<file path="src/rtl/adc_pulse_emulator_if.sv">
// adc_pulse_emulator_if: control and sample bus of the pulse emulator
interface adc_pulse_emulator_if #(
    parameter int SIZE_ADC_DATA = 12
);
    logic                     start;
    logic                     auto_en;
    logic [15:0]              period;
    logic [SIZE_ADC_DATA-1:0] amplitude;
    logic [SIZE_ADC_DATA-1:0] baseline;
    logic [2:0]               rise_shift;
    logic [3:0]               decay_shift;
    logic [SIZE_ADC_DATA-1:0] sample_out;
    logic                     busy;
    logic [15:0]              pulse_count;
    logic [15:0]              missed_count;

    modport master (
        output start, auto_en, period, amplitude, baseline, rise_shift, decay_shift,
        input  sample_out, busy, pulse_count, missed_count
    );

    modport slave (
        input  start, auto_en, period, amplitude, baseline, rise_shift, decay_shift,
        output sample_out, busy, pulse_count, missed_count
    );
endinterface

</file>
<file path="src/rtl/adc_pulse_emulator.sv">
// adc_pulse_emulator: baseline plus linear-rise / exponential-decay pulses, one sample per clock
module adc_pulse_emulator #(
    parameter int SIZE_ADC_DATA = 12,
    parameter int FRAC          = 8
) (
    input logic                clk,
    input logic                reset,
    adc_pulse_emulator_if.slave bus
);
    localparam int PW = SIZE_ADC_DATA + FRAC;
    localparam int AW = PW + 7;

    typedef enum logic [1:0] {IDLE, RISE, DECAY} state_t;

    state_t                   state;
    logic [PW-1:0]            p;
    logic [AW-1:0]            acc;
    logic [7:0]               k;
    logic [15:0]              tcnt;
    logic [SIZE_ADC_DATA-1:0] amp_l;
    logic [2:0]               rs_l;
    logic [3:0]               ds_l;

    logic                     tc_hit;
    logic                     trig;
    logic [AW-1:0]            amp_in_f;
    logic [AW-1:0]            acc_next;
    logic [7:0]               k_next;
    logic [3:0]               ds_eff;
    logic [PW-1:0]            p_dec;
    logic [SIZE_ADC_DATA:0]   sum;

    assign tc_hit   = bus.auto_en && bus.period != 16'd0 && tcnt == bus.period - 16'd1;
    assign trig     = bus.start || tc_hit;
    assign amp_in_f = AW'({bus.amplitude, {FRAC{1'b0}}});
    assign acc_next = acc + AW'({amp_l, {FRAC{1'b0}}});
    assign k_next   = k + 8'd1;
    assign ds_eff   = (ds_l == 4'd0) ? 4'd1 : ds_l;
    assign p_dec    = p >> ds_eff;
    assign sum      = {1'b0, bus.baseline} + {1'b0, p[PW-1:FRAC]};
    assign bus.busy = (state != IDLE);

    // auto-trigger timer: free-runs 0..period-1 regardless of pulse activity
    always_ff @(posedge clk) begin
        if (reset || !bus.auto_en || bus.period == 16'd0)
            tcnt <= 16'd0;
        else
            tcnt <= tc_hit ? 16'd0 : tcnt + 16'd1;
    end

    // pulse shaper FSM with trigger accounting; busy triggers are dropped and counted
    always_ff @(posedge clk) begin
        if (reset) begin
            state            <= IDLE;
            p                <= '0;
            acc              <= '0;
            k                <= '0;
            amp_l            <= '0;
            rs_l             <= '0;
            ds_l             <= '0;
            bus.pulse_count  <= '0;
            bus.missed_count <= '0;
        end else begin
            if (state != IDLE && trig && bus.missed_count != 16'hFFFF)
                bus.missed_count <= bus.missed_count + 16'd1;
            case (state)
                IDLE: begin
                    p <= '0;
                    if (trig) begin
                        amp_l           <= bus.amplitude;
                        rs_l            <= bus.rise_shift;
                        ds_l            <= bus.decay_shift;
                        acc             <= amp_in_f;
                        k               <= 8'd1;
                        p               <= PW'(amp_in_f >> bus.rise_shift);
                        bus.pulse_count <= bus.pulse_count + 16'd1;
                        state           <= (bus.rise_shift == 3'd0) ? DECAY : RISE;
                    end
                end
                RISE: begin
                    acc <= acc_next;
                    k   <= k_next;
                    p   <= PW'(acc_next >> rs_l);
                    if (k_next == (8'd1 << rs_l))
                        state <= DECAY;
                end
                DECAY: begin
                    if (p_dec == '0) begin
                        p     <= '0;
                        state <= IDLE;
                    end else begin
                        p <= p - p_dec;
                    end
                end
                default: state <= IDLE;
            endcase
        end
    end

    // output register: baseline plus integer part of the pulse, clamped to full scale
    always_ff @(posedge clk) begin
        if (reset)
            bus.sample_out <= '0;
        else
            bus.sample_out <= sum[SIZE_ADC_DATA] ? '1 : sum[SIZE_ADC_DATA-1:0];
    end
endmodule

</file>
<file path="src/flat_wrapper.sv">
// flat-port wrapper written by rule: the top's interface ports become plain ports
module adc_pulse_emulator_flat 
#(
    parameter int SIZE_ADC_DATA = 12,
    parameter int FRAC          = 8
)
  (clk, reset, bus_start, bus_auto_en, bus_period, bus_amplitude, bus_baseline, bus_rise_shift, bus_decay_shift, bus_sample_out, bus_busy, bus_pulse_count, bus_missed_count);
  adc_pulse_emulator_if #(.SIZE_ADC_DATA(SIZE_ADC_DATA)) bus_i ();
  input logic clk;
  input logic reset;
  input wire logic [$bits(bus_i.start)-1:0] bus_start;
  input wire logic [$bits(bus_i.auto_en)-1:0] bus_auto_en;
  input wire logic [$bits(bus_i.period)-1:0] bus_period;
  input wire logic [$bits(bus_i.amplitude)-1:0] bus_amplitude;
  input wire logic [$bits(bus_i.baseline)-1:0] bus_baseline;
  input wire logic [$bits(bus_i.rise_shift)-1:0] bus_rise_shift;
  input wire logic [$bits(bus_i.decay_shift)-1:0] bus_decay_shift;
  output wire logic [$bits(bus_i.sample_out)-1:0] bus_sample_out;
  output wire logic [$bits(bus_i.busy)-1:0] bus_busy;
  output wire logic [$bits(bus_i.pulse_count)-1:0] bus_pulse_count;
  output wire logic [$bits(bus_i.missed_count)-1:0] bus_missed_count;
  assign bus_i.start = bus_start;
  assign bus_i.auto_en = bus_auto_en;
  assign bus_i.period = bus_period;
  assign bus_i.amplitude = bus_amplitude;
  assign bus_i.baseline = bus_baseline;
  assign bus_i.rise_shift = bus_rise_shift;
  assign bus_i.decay_shift = bus_decay_shift;
  assign bus_sample_out = bus_i.sample_out;
  assign bus_busy = bus_i.busy;
  assign bus_pulse_count = bus_i.pulse_count;
  assign bus_missed_count = bus_i.missed_count;
  adc_pulse_emulator #(.SIZE_ADC_DATA(SIZE_ADC_DATA), .FRAC(FRAC)) u_core (.clk(clk), .reset(reset), .bus(bus_i));
endmodule
</file>
<file path="config.mk">
export PLATFORM = sky130hd
export DESIGN_NAME = adc_pulse_emulator_flat
export DESIGN_NICKNAME = d
export VERILOG_FILES = /design/src/rtl/adc_pulse_emulator_if.sv /design/src/rtl/adc_pulse_emulator.sv /design/src/flat_wrapper.sv
export SDC_FILE = /design/constraint.sdc
export NUM_CORES = 1
export LEC_CHECK = 0
export ABC_CLOCK_PERIOD_IN_PS = 4100
export CAP_MARGIN = 15
export CORE_UTILIZATION = 47
export DETAILED_ROUTE_END_ITERATION = 10
export PLACE_DENSITY = 0.7
export SLEW_MARGIN = 0
export SYNTH_ARGS = -nofsm -noshare
export SYNTH_HDL_FRONTEND = slang
export SYNTH_SLANG_ARGS = --single-unit
</file>
<file path="constraint.sdc">
create_clock -name clk -period 4.1 [get_ports clk]
set_input_delay 0.82 -clock clk [delete_from_list [all_inputs] [get_ports clk]]
set_output_delay 0.82 -clock clk [all_outputs]
set_load 0.005 [all_outputs]
</file>
Word level (Yosys, flattened, before mapping). Cells that the tools add are included.

Bits in registers: 136. Input bits: 51. Logic and storage cells: 66. Output and inout bits: 45.

$add $sub $neg: 8. Muxes and demuxes: 14. Equality and inequality tests: 8. Shift operators: 4. Reductions and logical operators: 21.

Operators with widths (count): $pmux 20 s3 (1); $pmux 27 s2 (1); $add 16x1->16 const B (3); $mux 20 (2); $add 27x20->27 (1); $mux 27 (1); $shr 27x3->20 (1); $logic_not 20->1 (1); $shr 20x3->20 (1); $shr 20x4->20 (1); $sub 20x20->20 (1); $eq 16x16->1 (1); $logic_not 16->1 (1); $ne 16x16->1 const B (1); $pmux 8 s2 (1); $reduce_bool 16->1 (1); $sub 16x1->16 const B (1); $add 12x12->13 (1); $mux 12 (1); $add 8x1->8 const B (1); $eq 8x8->1 (1); $mux 2 (4); $mux 8 (1); $shl 1x3->8 const A (1); 16 further kinds (25).

Longest topological paths before layout.
Depth in word-level cells: 6. Depth in mapped cells: 20. Mapped depth without buffers: 18.

Least setup slack after synthesis. No wires, ideal clock.

Path type: reg-to-reg. Start point: register u_core.ds_l[2]. End point: register u_core.p[14]. Library setup time: 120 ps. Stages on the path, launching flop included: 20. Setup slack: 37 ps. Data arrival time: 3943 ps. Buffers on the path: 3. Clock period less this slack: 4063 ps. Required time: 3980 ps. Cells stage by stage: dfxtp_1 > clkbuf_1 > clkbuf_1 > clkbuf_1 > nor2_1 > a211oi_1 > a21oi_1 > mux2i_1 > ha_1 > inv_1 > fa_1 > and2_1 > a41oi_1 > nand4b_1 > nand3_1 > a21oi_1 > o31ai_1 > a21oi_1 > o211a_1 > o31a_1.

Word-level cells in the longest chain between the ends: 6. Elaborated cells between the ends (all ways): 7. Classes of those cells: add/sub: 1; shift: 1; mux: 3; reduce/logical: 2.

RTL lines: from (decl) (line adc_pulse_emulator.sv:22) `logic [3:0] ds_l;`; from (signal assigned) (line adc_pulse_emulator.sv:72) `ds_l <= bus.decay_shift;`; $logic_not 4->1 (line adc_pulse_emulator.sv:38) `assign ds_eff = (ds_l == 4'd0) ? 4'd1 : ds_l;`; $mux 4 (*) (line adc_pulse_emulator.sv:38); $shr 20x4->20 (*) (line adc_pulse_emulator.sv:39) `assign p_dec = p >> ds_eff;`; $sub 20x20->20 / $logic_not 20->1 (equally long branches) (line adc_pulse_emulator.sv:92, adc_pulse_emulator.sv:88); $mux 20 (*) (line adc_pulse_emulator.sv:88) `if (p_dec == '0) begin`; $pmux 20 s3 (*) (line adc_pulse_emulator.sv:66) `case (state)`; to (signal assigned) (line adc_pulse_emulator.sv:75) `p <= PW'(amp_in_f >> bus.rise_shift);`; to (signal assigned) (line adc_pulse_emulator.sv:83) `p <= PW'(acc_next >> rs_l);`; to (signal assigned) (line adc_pulse_emulator.sv:92) `p <= p - p_dec;`; to (decl) (line adc_pulse_emulator.sv:16) `logic [PW-1:0] p;`.

Every way passes the cells marked *; elsewhere a longest branch is shown, timed or not. A chain may end at the register's enable or synchronous reset.

Worst setup path after layout.
Start point: register u_core.ds_l[3]. End point: register u_core.p[9].

The elaborated chain is that of the path after synthesis.

==> impl_metrics.tcl <==
set metrics [dict create \
    status "finished clean" \
    async_reset_ff_frac 0 \
    synth-seq-area-share 0.239 \
    ys.flop_type "dfxtp_1" \
    vias 11200 \
    grt_max_degree 68 \
    hold_buffers 0 \
    die_area_um2 23400 \
    setup_violations 0 \
    busiest_layer "met2" \
    max-vdd-ir-drop_uv 349 \
    synth_xor_area_frac 0.0841 \
    htree_num_levels 4 \
    drtPass1Iterations 6 \
    maxCapViolCount 0 \
    p_leak_nw 5.28 \
    syn_to_final_growth_pct 26.1 \
    fin_area_um2 13500 \
    antenna_cells 0 \
    critPathLaunch "u_core.ds_l[3]" \
    finalHoldViolCount 0 \
    synth_top_family_by_area "simple AND/OR/NAND/NOR gates" \
    endpoint_kind "flop" \
    start_util 0.485 \
    synth.area.top_cells "dfxtp_1 (24%), nand2_1 (6.0%), ha_1 (5.6%)" \
    maxSlewHeadroom 0.377 \
    whs_ns 0.463 \
    critPathLaunchType "flop" \
    synthAdderAreaFrac 0.0625 \
    synth_edf_count 0 \
    ys_types 85 \
    syn_inst 1399 \
    r2r-end "u_core.p[9]" \
    synth_mux_area_frac 0.0988 \
    dp_hpwl_um 24500 \
    cts-buffers-inserted 17 \
    synth.most_common_cell "nand2_1" \
    timing.rr.start "u_core.ds_l[3]" \
    endpoint "u_core.p[9]" \
    synth_fp_nets 1501 \
    period_minus_slack_ns 3.97 \
    place.gp.congestion 0.949 \
    setup_ws_ns 0.128 \
    root_buffer "clkbuf_16" \
    io_pins 96 \
    place_area_um2 12800 \
    syn_area_per_cell_um2 7.67 \
    synth_compound_area_frac 0.231 \
    dp_slack_ns -0.282 \
    max_freq_mhz 252 \
    routed_wl_um 32700 \
    drive_gt1_frac 0.166 \
    grt_setup_unrepaired "yes" \
    ff2ff_setup_slack_ns 0.13 \
    cts_tree "done" \
    fin_skew_ns 0.0137 \
    gr-usage-met2 0.448 \
    synth_warnings 0 \
    port_buffers 95 \
    slew_viol_final 0 \
    crit_required_ns 4.38 \
    ant_nets 0 \
    netlist_area_um2 10700 \
    core-area_um2 22100 \
    clock_latency_ns 0.43 \
    fillers 1974 \
    reg2reg_depth 20 \
    synth_seq_cells 128 \
    grt_pass1_vias 10500 \
    power_density_nw_per_um2 619 \
    grt_usage 0.276 \
    wl_per_cell_um 17.5 \
    critical_path_peak_fanout 5 \
    synth_top_cell_area_share 0.239 \
    drt_iter0_drc 994 \
    timing.final.crit_share 0.969 \
    grt_pass1_wl_um 52800 \
    grt_use_met3 0.0411 \
    yosys.area.top_type "dfxtp_1" \
    crit_type "reg -> reg" \
    post-route-drc-count 0 \
    worst_pin_slew_ns 0.933 \
    final_nets 1672 \
    vias_per_cell 6.00 \
    arrival_ns 4.26 \
    grt_use_met1 0.377 \
    antenna_found_initial 0 \
    grt-ovfl-total 0 \
    die_x_um 153 \
    numClockSinks 128 \
    netlist_top_cells_count "nand2_1 (171), nor2_1 (145), dfxtp_1 (128)" \
    yosys.area_share.simple 0.235 \
    clockBufferDepth 2 \
    finalPower_mw 8.37 \
    die_h_um 153 \
    hp-class "reg -> reg" \
    cts.clk_slew.worst_paths_ns 0.07 \
    row_count 54 \
]
## logic make-up after synthesis
group	Yosys count
AOI/OAI and AO/OA	372
xor gates and xnor gates	103
adders and majority gates	52
and+or+nand+nor	524
DFF	128
buffers and inverters	134
muxes	86
## critical path, cell delays in order (launching register included)
cell	delay (ns)
dfxtp_4	0.37
o21bai_1	0.14
buf_4	0.16
buf_12	0.12
mux2i_2	0.23
a21oi_1	0.11
a31oi_1	0.25
nand2_1	0.13
nand2_1	0.12
ha_1	0.23
a21o_1	0.17
and2_1	0.15
a41o_1	0.21
buf_4	0.13
or2_2	0.29
o21a_1	0.20
a31oi_2	0.19
xnor2_2	0.12
a22o_1	0.19
a222oi_1	0.25
nor2_1	0.06
## where the power goes
group	switching, mW	internal, mW	leakage [nW]
Combinational	2.75	2.39	3.95
Sequential	0.211	1.44	1.04
Clock	0.645	0.934	0.290
## how the worst min path moves through the flow
stage	endpoint	slack, ns	startpoint	cells after the start
3_5_place_dp	u_core.acc[15]	0.46	u_core.acc[15]	2
3_3_place_gp	u_core.acc[15]	0.45	u_core.acc[15]	2
4_1_cts	u_core.amp_l[9]	0.47	u_core.amp_l[9]	2
6_report	u_core.acc[10]	0.46	u_core.acc[10]	2
2_1_floorplan	u_core.acc[10]	0.44	u_core.acc[10]	2
5_1_grt	u_core.amp_l[4]	0.48	u_core.amp_l[4]	2
## through the flow
step	std cells	setup TNS, ns	utilization
final	1863	0	0.612
after global routing	1863	-0.0562	0.612
after CTS	1862	0	0.606
after detailed placement	1830	-10.74	0.578
after global placement	1830	-5.80	0.578
after floorplan	1399	0	-
## flip-flops by register name (all words and copies together), names as in the netlist, 8 cells and up
name and count:
u_core.p 20, u_core.acc 19, u_core.bus.sample_out 12, u_core.tcnt 16, u_core.bus.missed_count 16, u_core.amp_l 12
u_core.bus.pulse_count 16, u_core.k 8
## what timing repair did
item | in CTS | in global routing
resized for setup | 3 | 31
endpoints found under the setup margin | 8 | 21
pin swaps | 0 | 5
setup buffers | 0 | 1
## layer usage
layer  vias up  wire [µm]
met5         -          0
met3        49       2180
met4         0        653
met1      5272      14700
li1       5431          -
met2       427      15100
## cells in the final DEF, fill, tap and decap left out, types with 50 or more instances in the layout
cell / instances
nand2_1: 171
nor2_1: 145
buf_4: 135
dfxtp_1: 125
a21oi_1: 111
clkdlybuf4s50_1: 94
xnor2_1: 58
o21ai_0: 51
inv_1: 50
## area by class of cell
cell class / instances / area, µm² / area share
clock inverters: 14 / 169 / 0.0125
repair buffers: 234 / 2040 / 0.151
well taps: 280 / 350 / 0.0259
flip-flops and latches: 128 / 2570 / 0.190
inverters: 52 / 199 / 0.0147
multi-input cells: 1137 / 7760 / 0.574
clock buffers: 18 / 439 / 0.0325
Note: power is estimated with default switching activity, not from simulation.
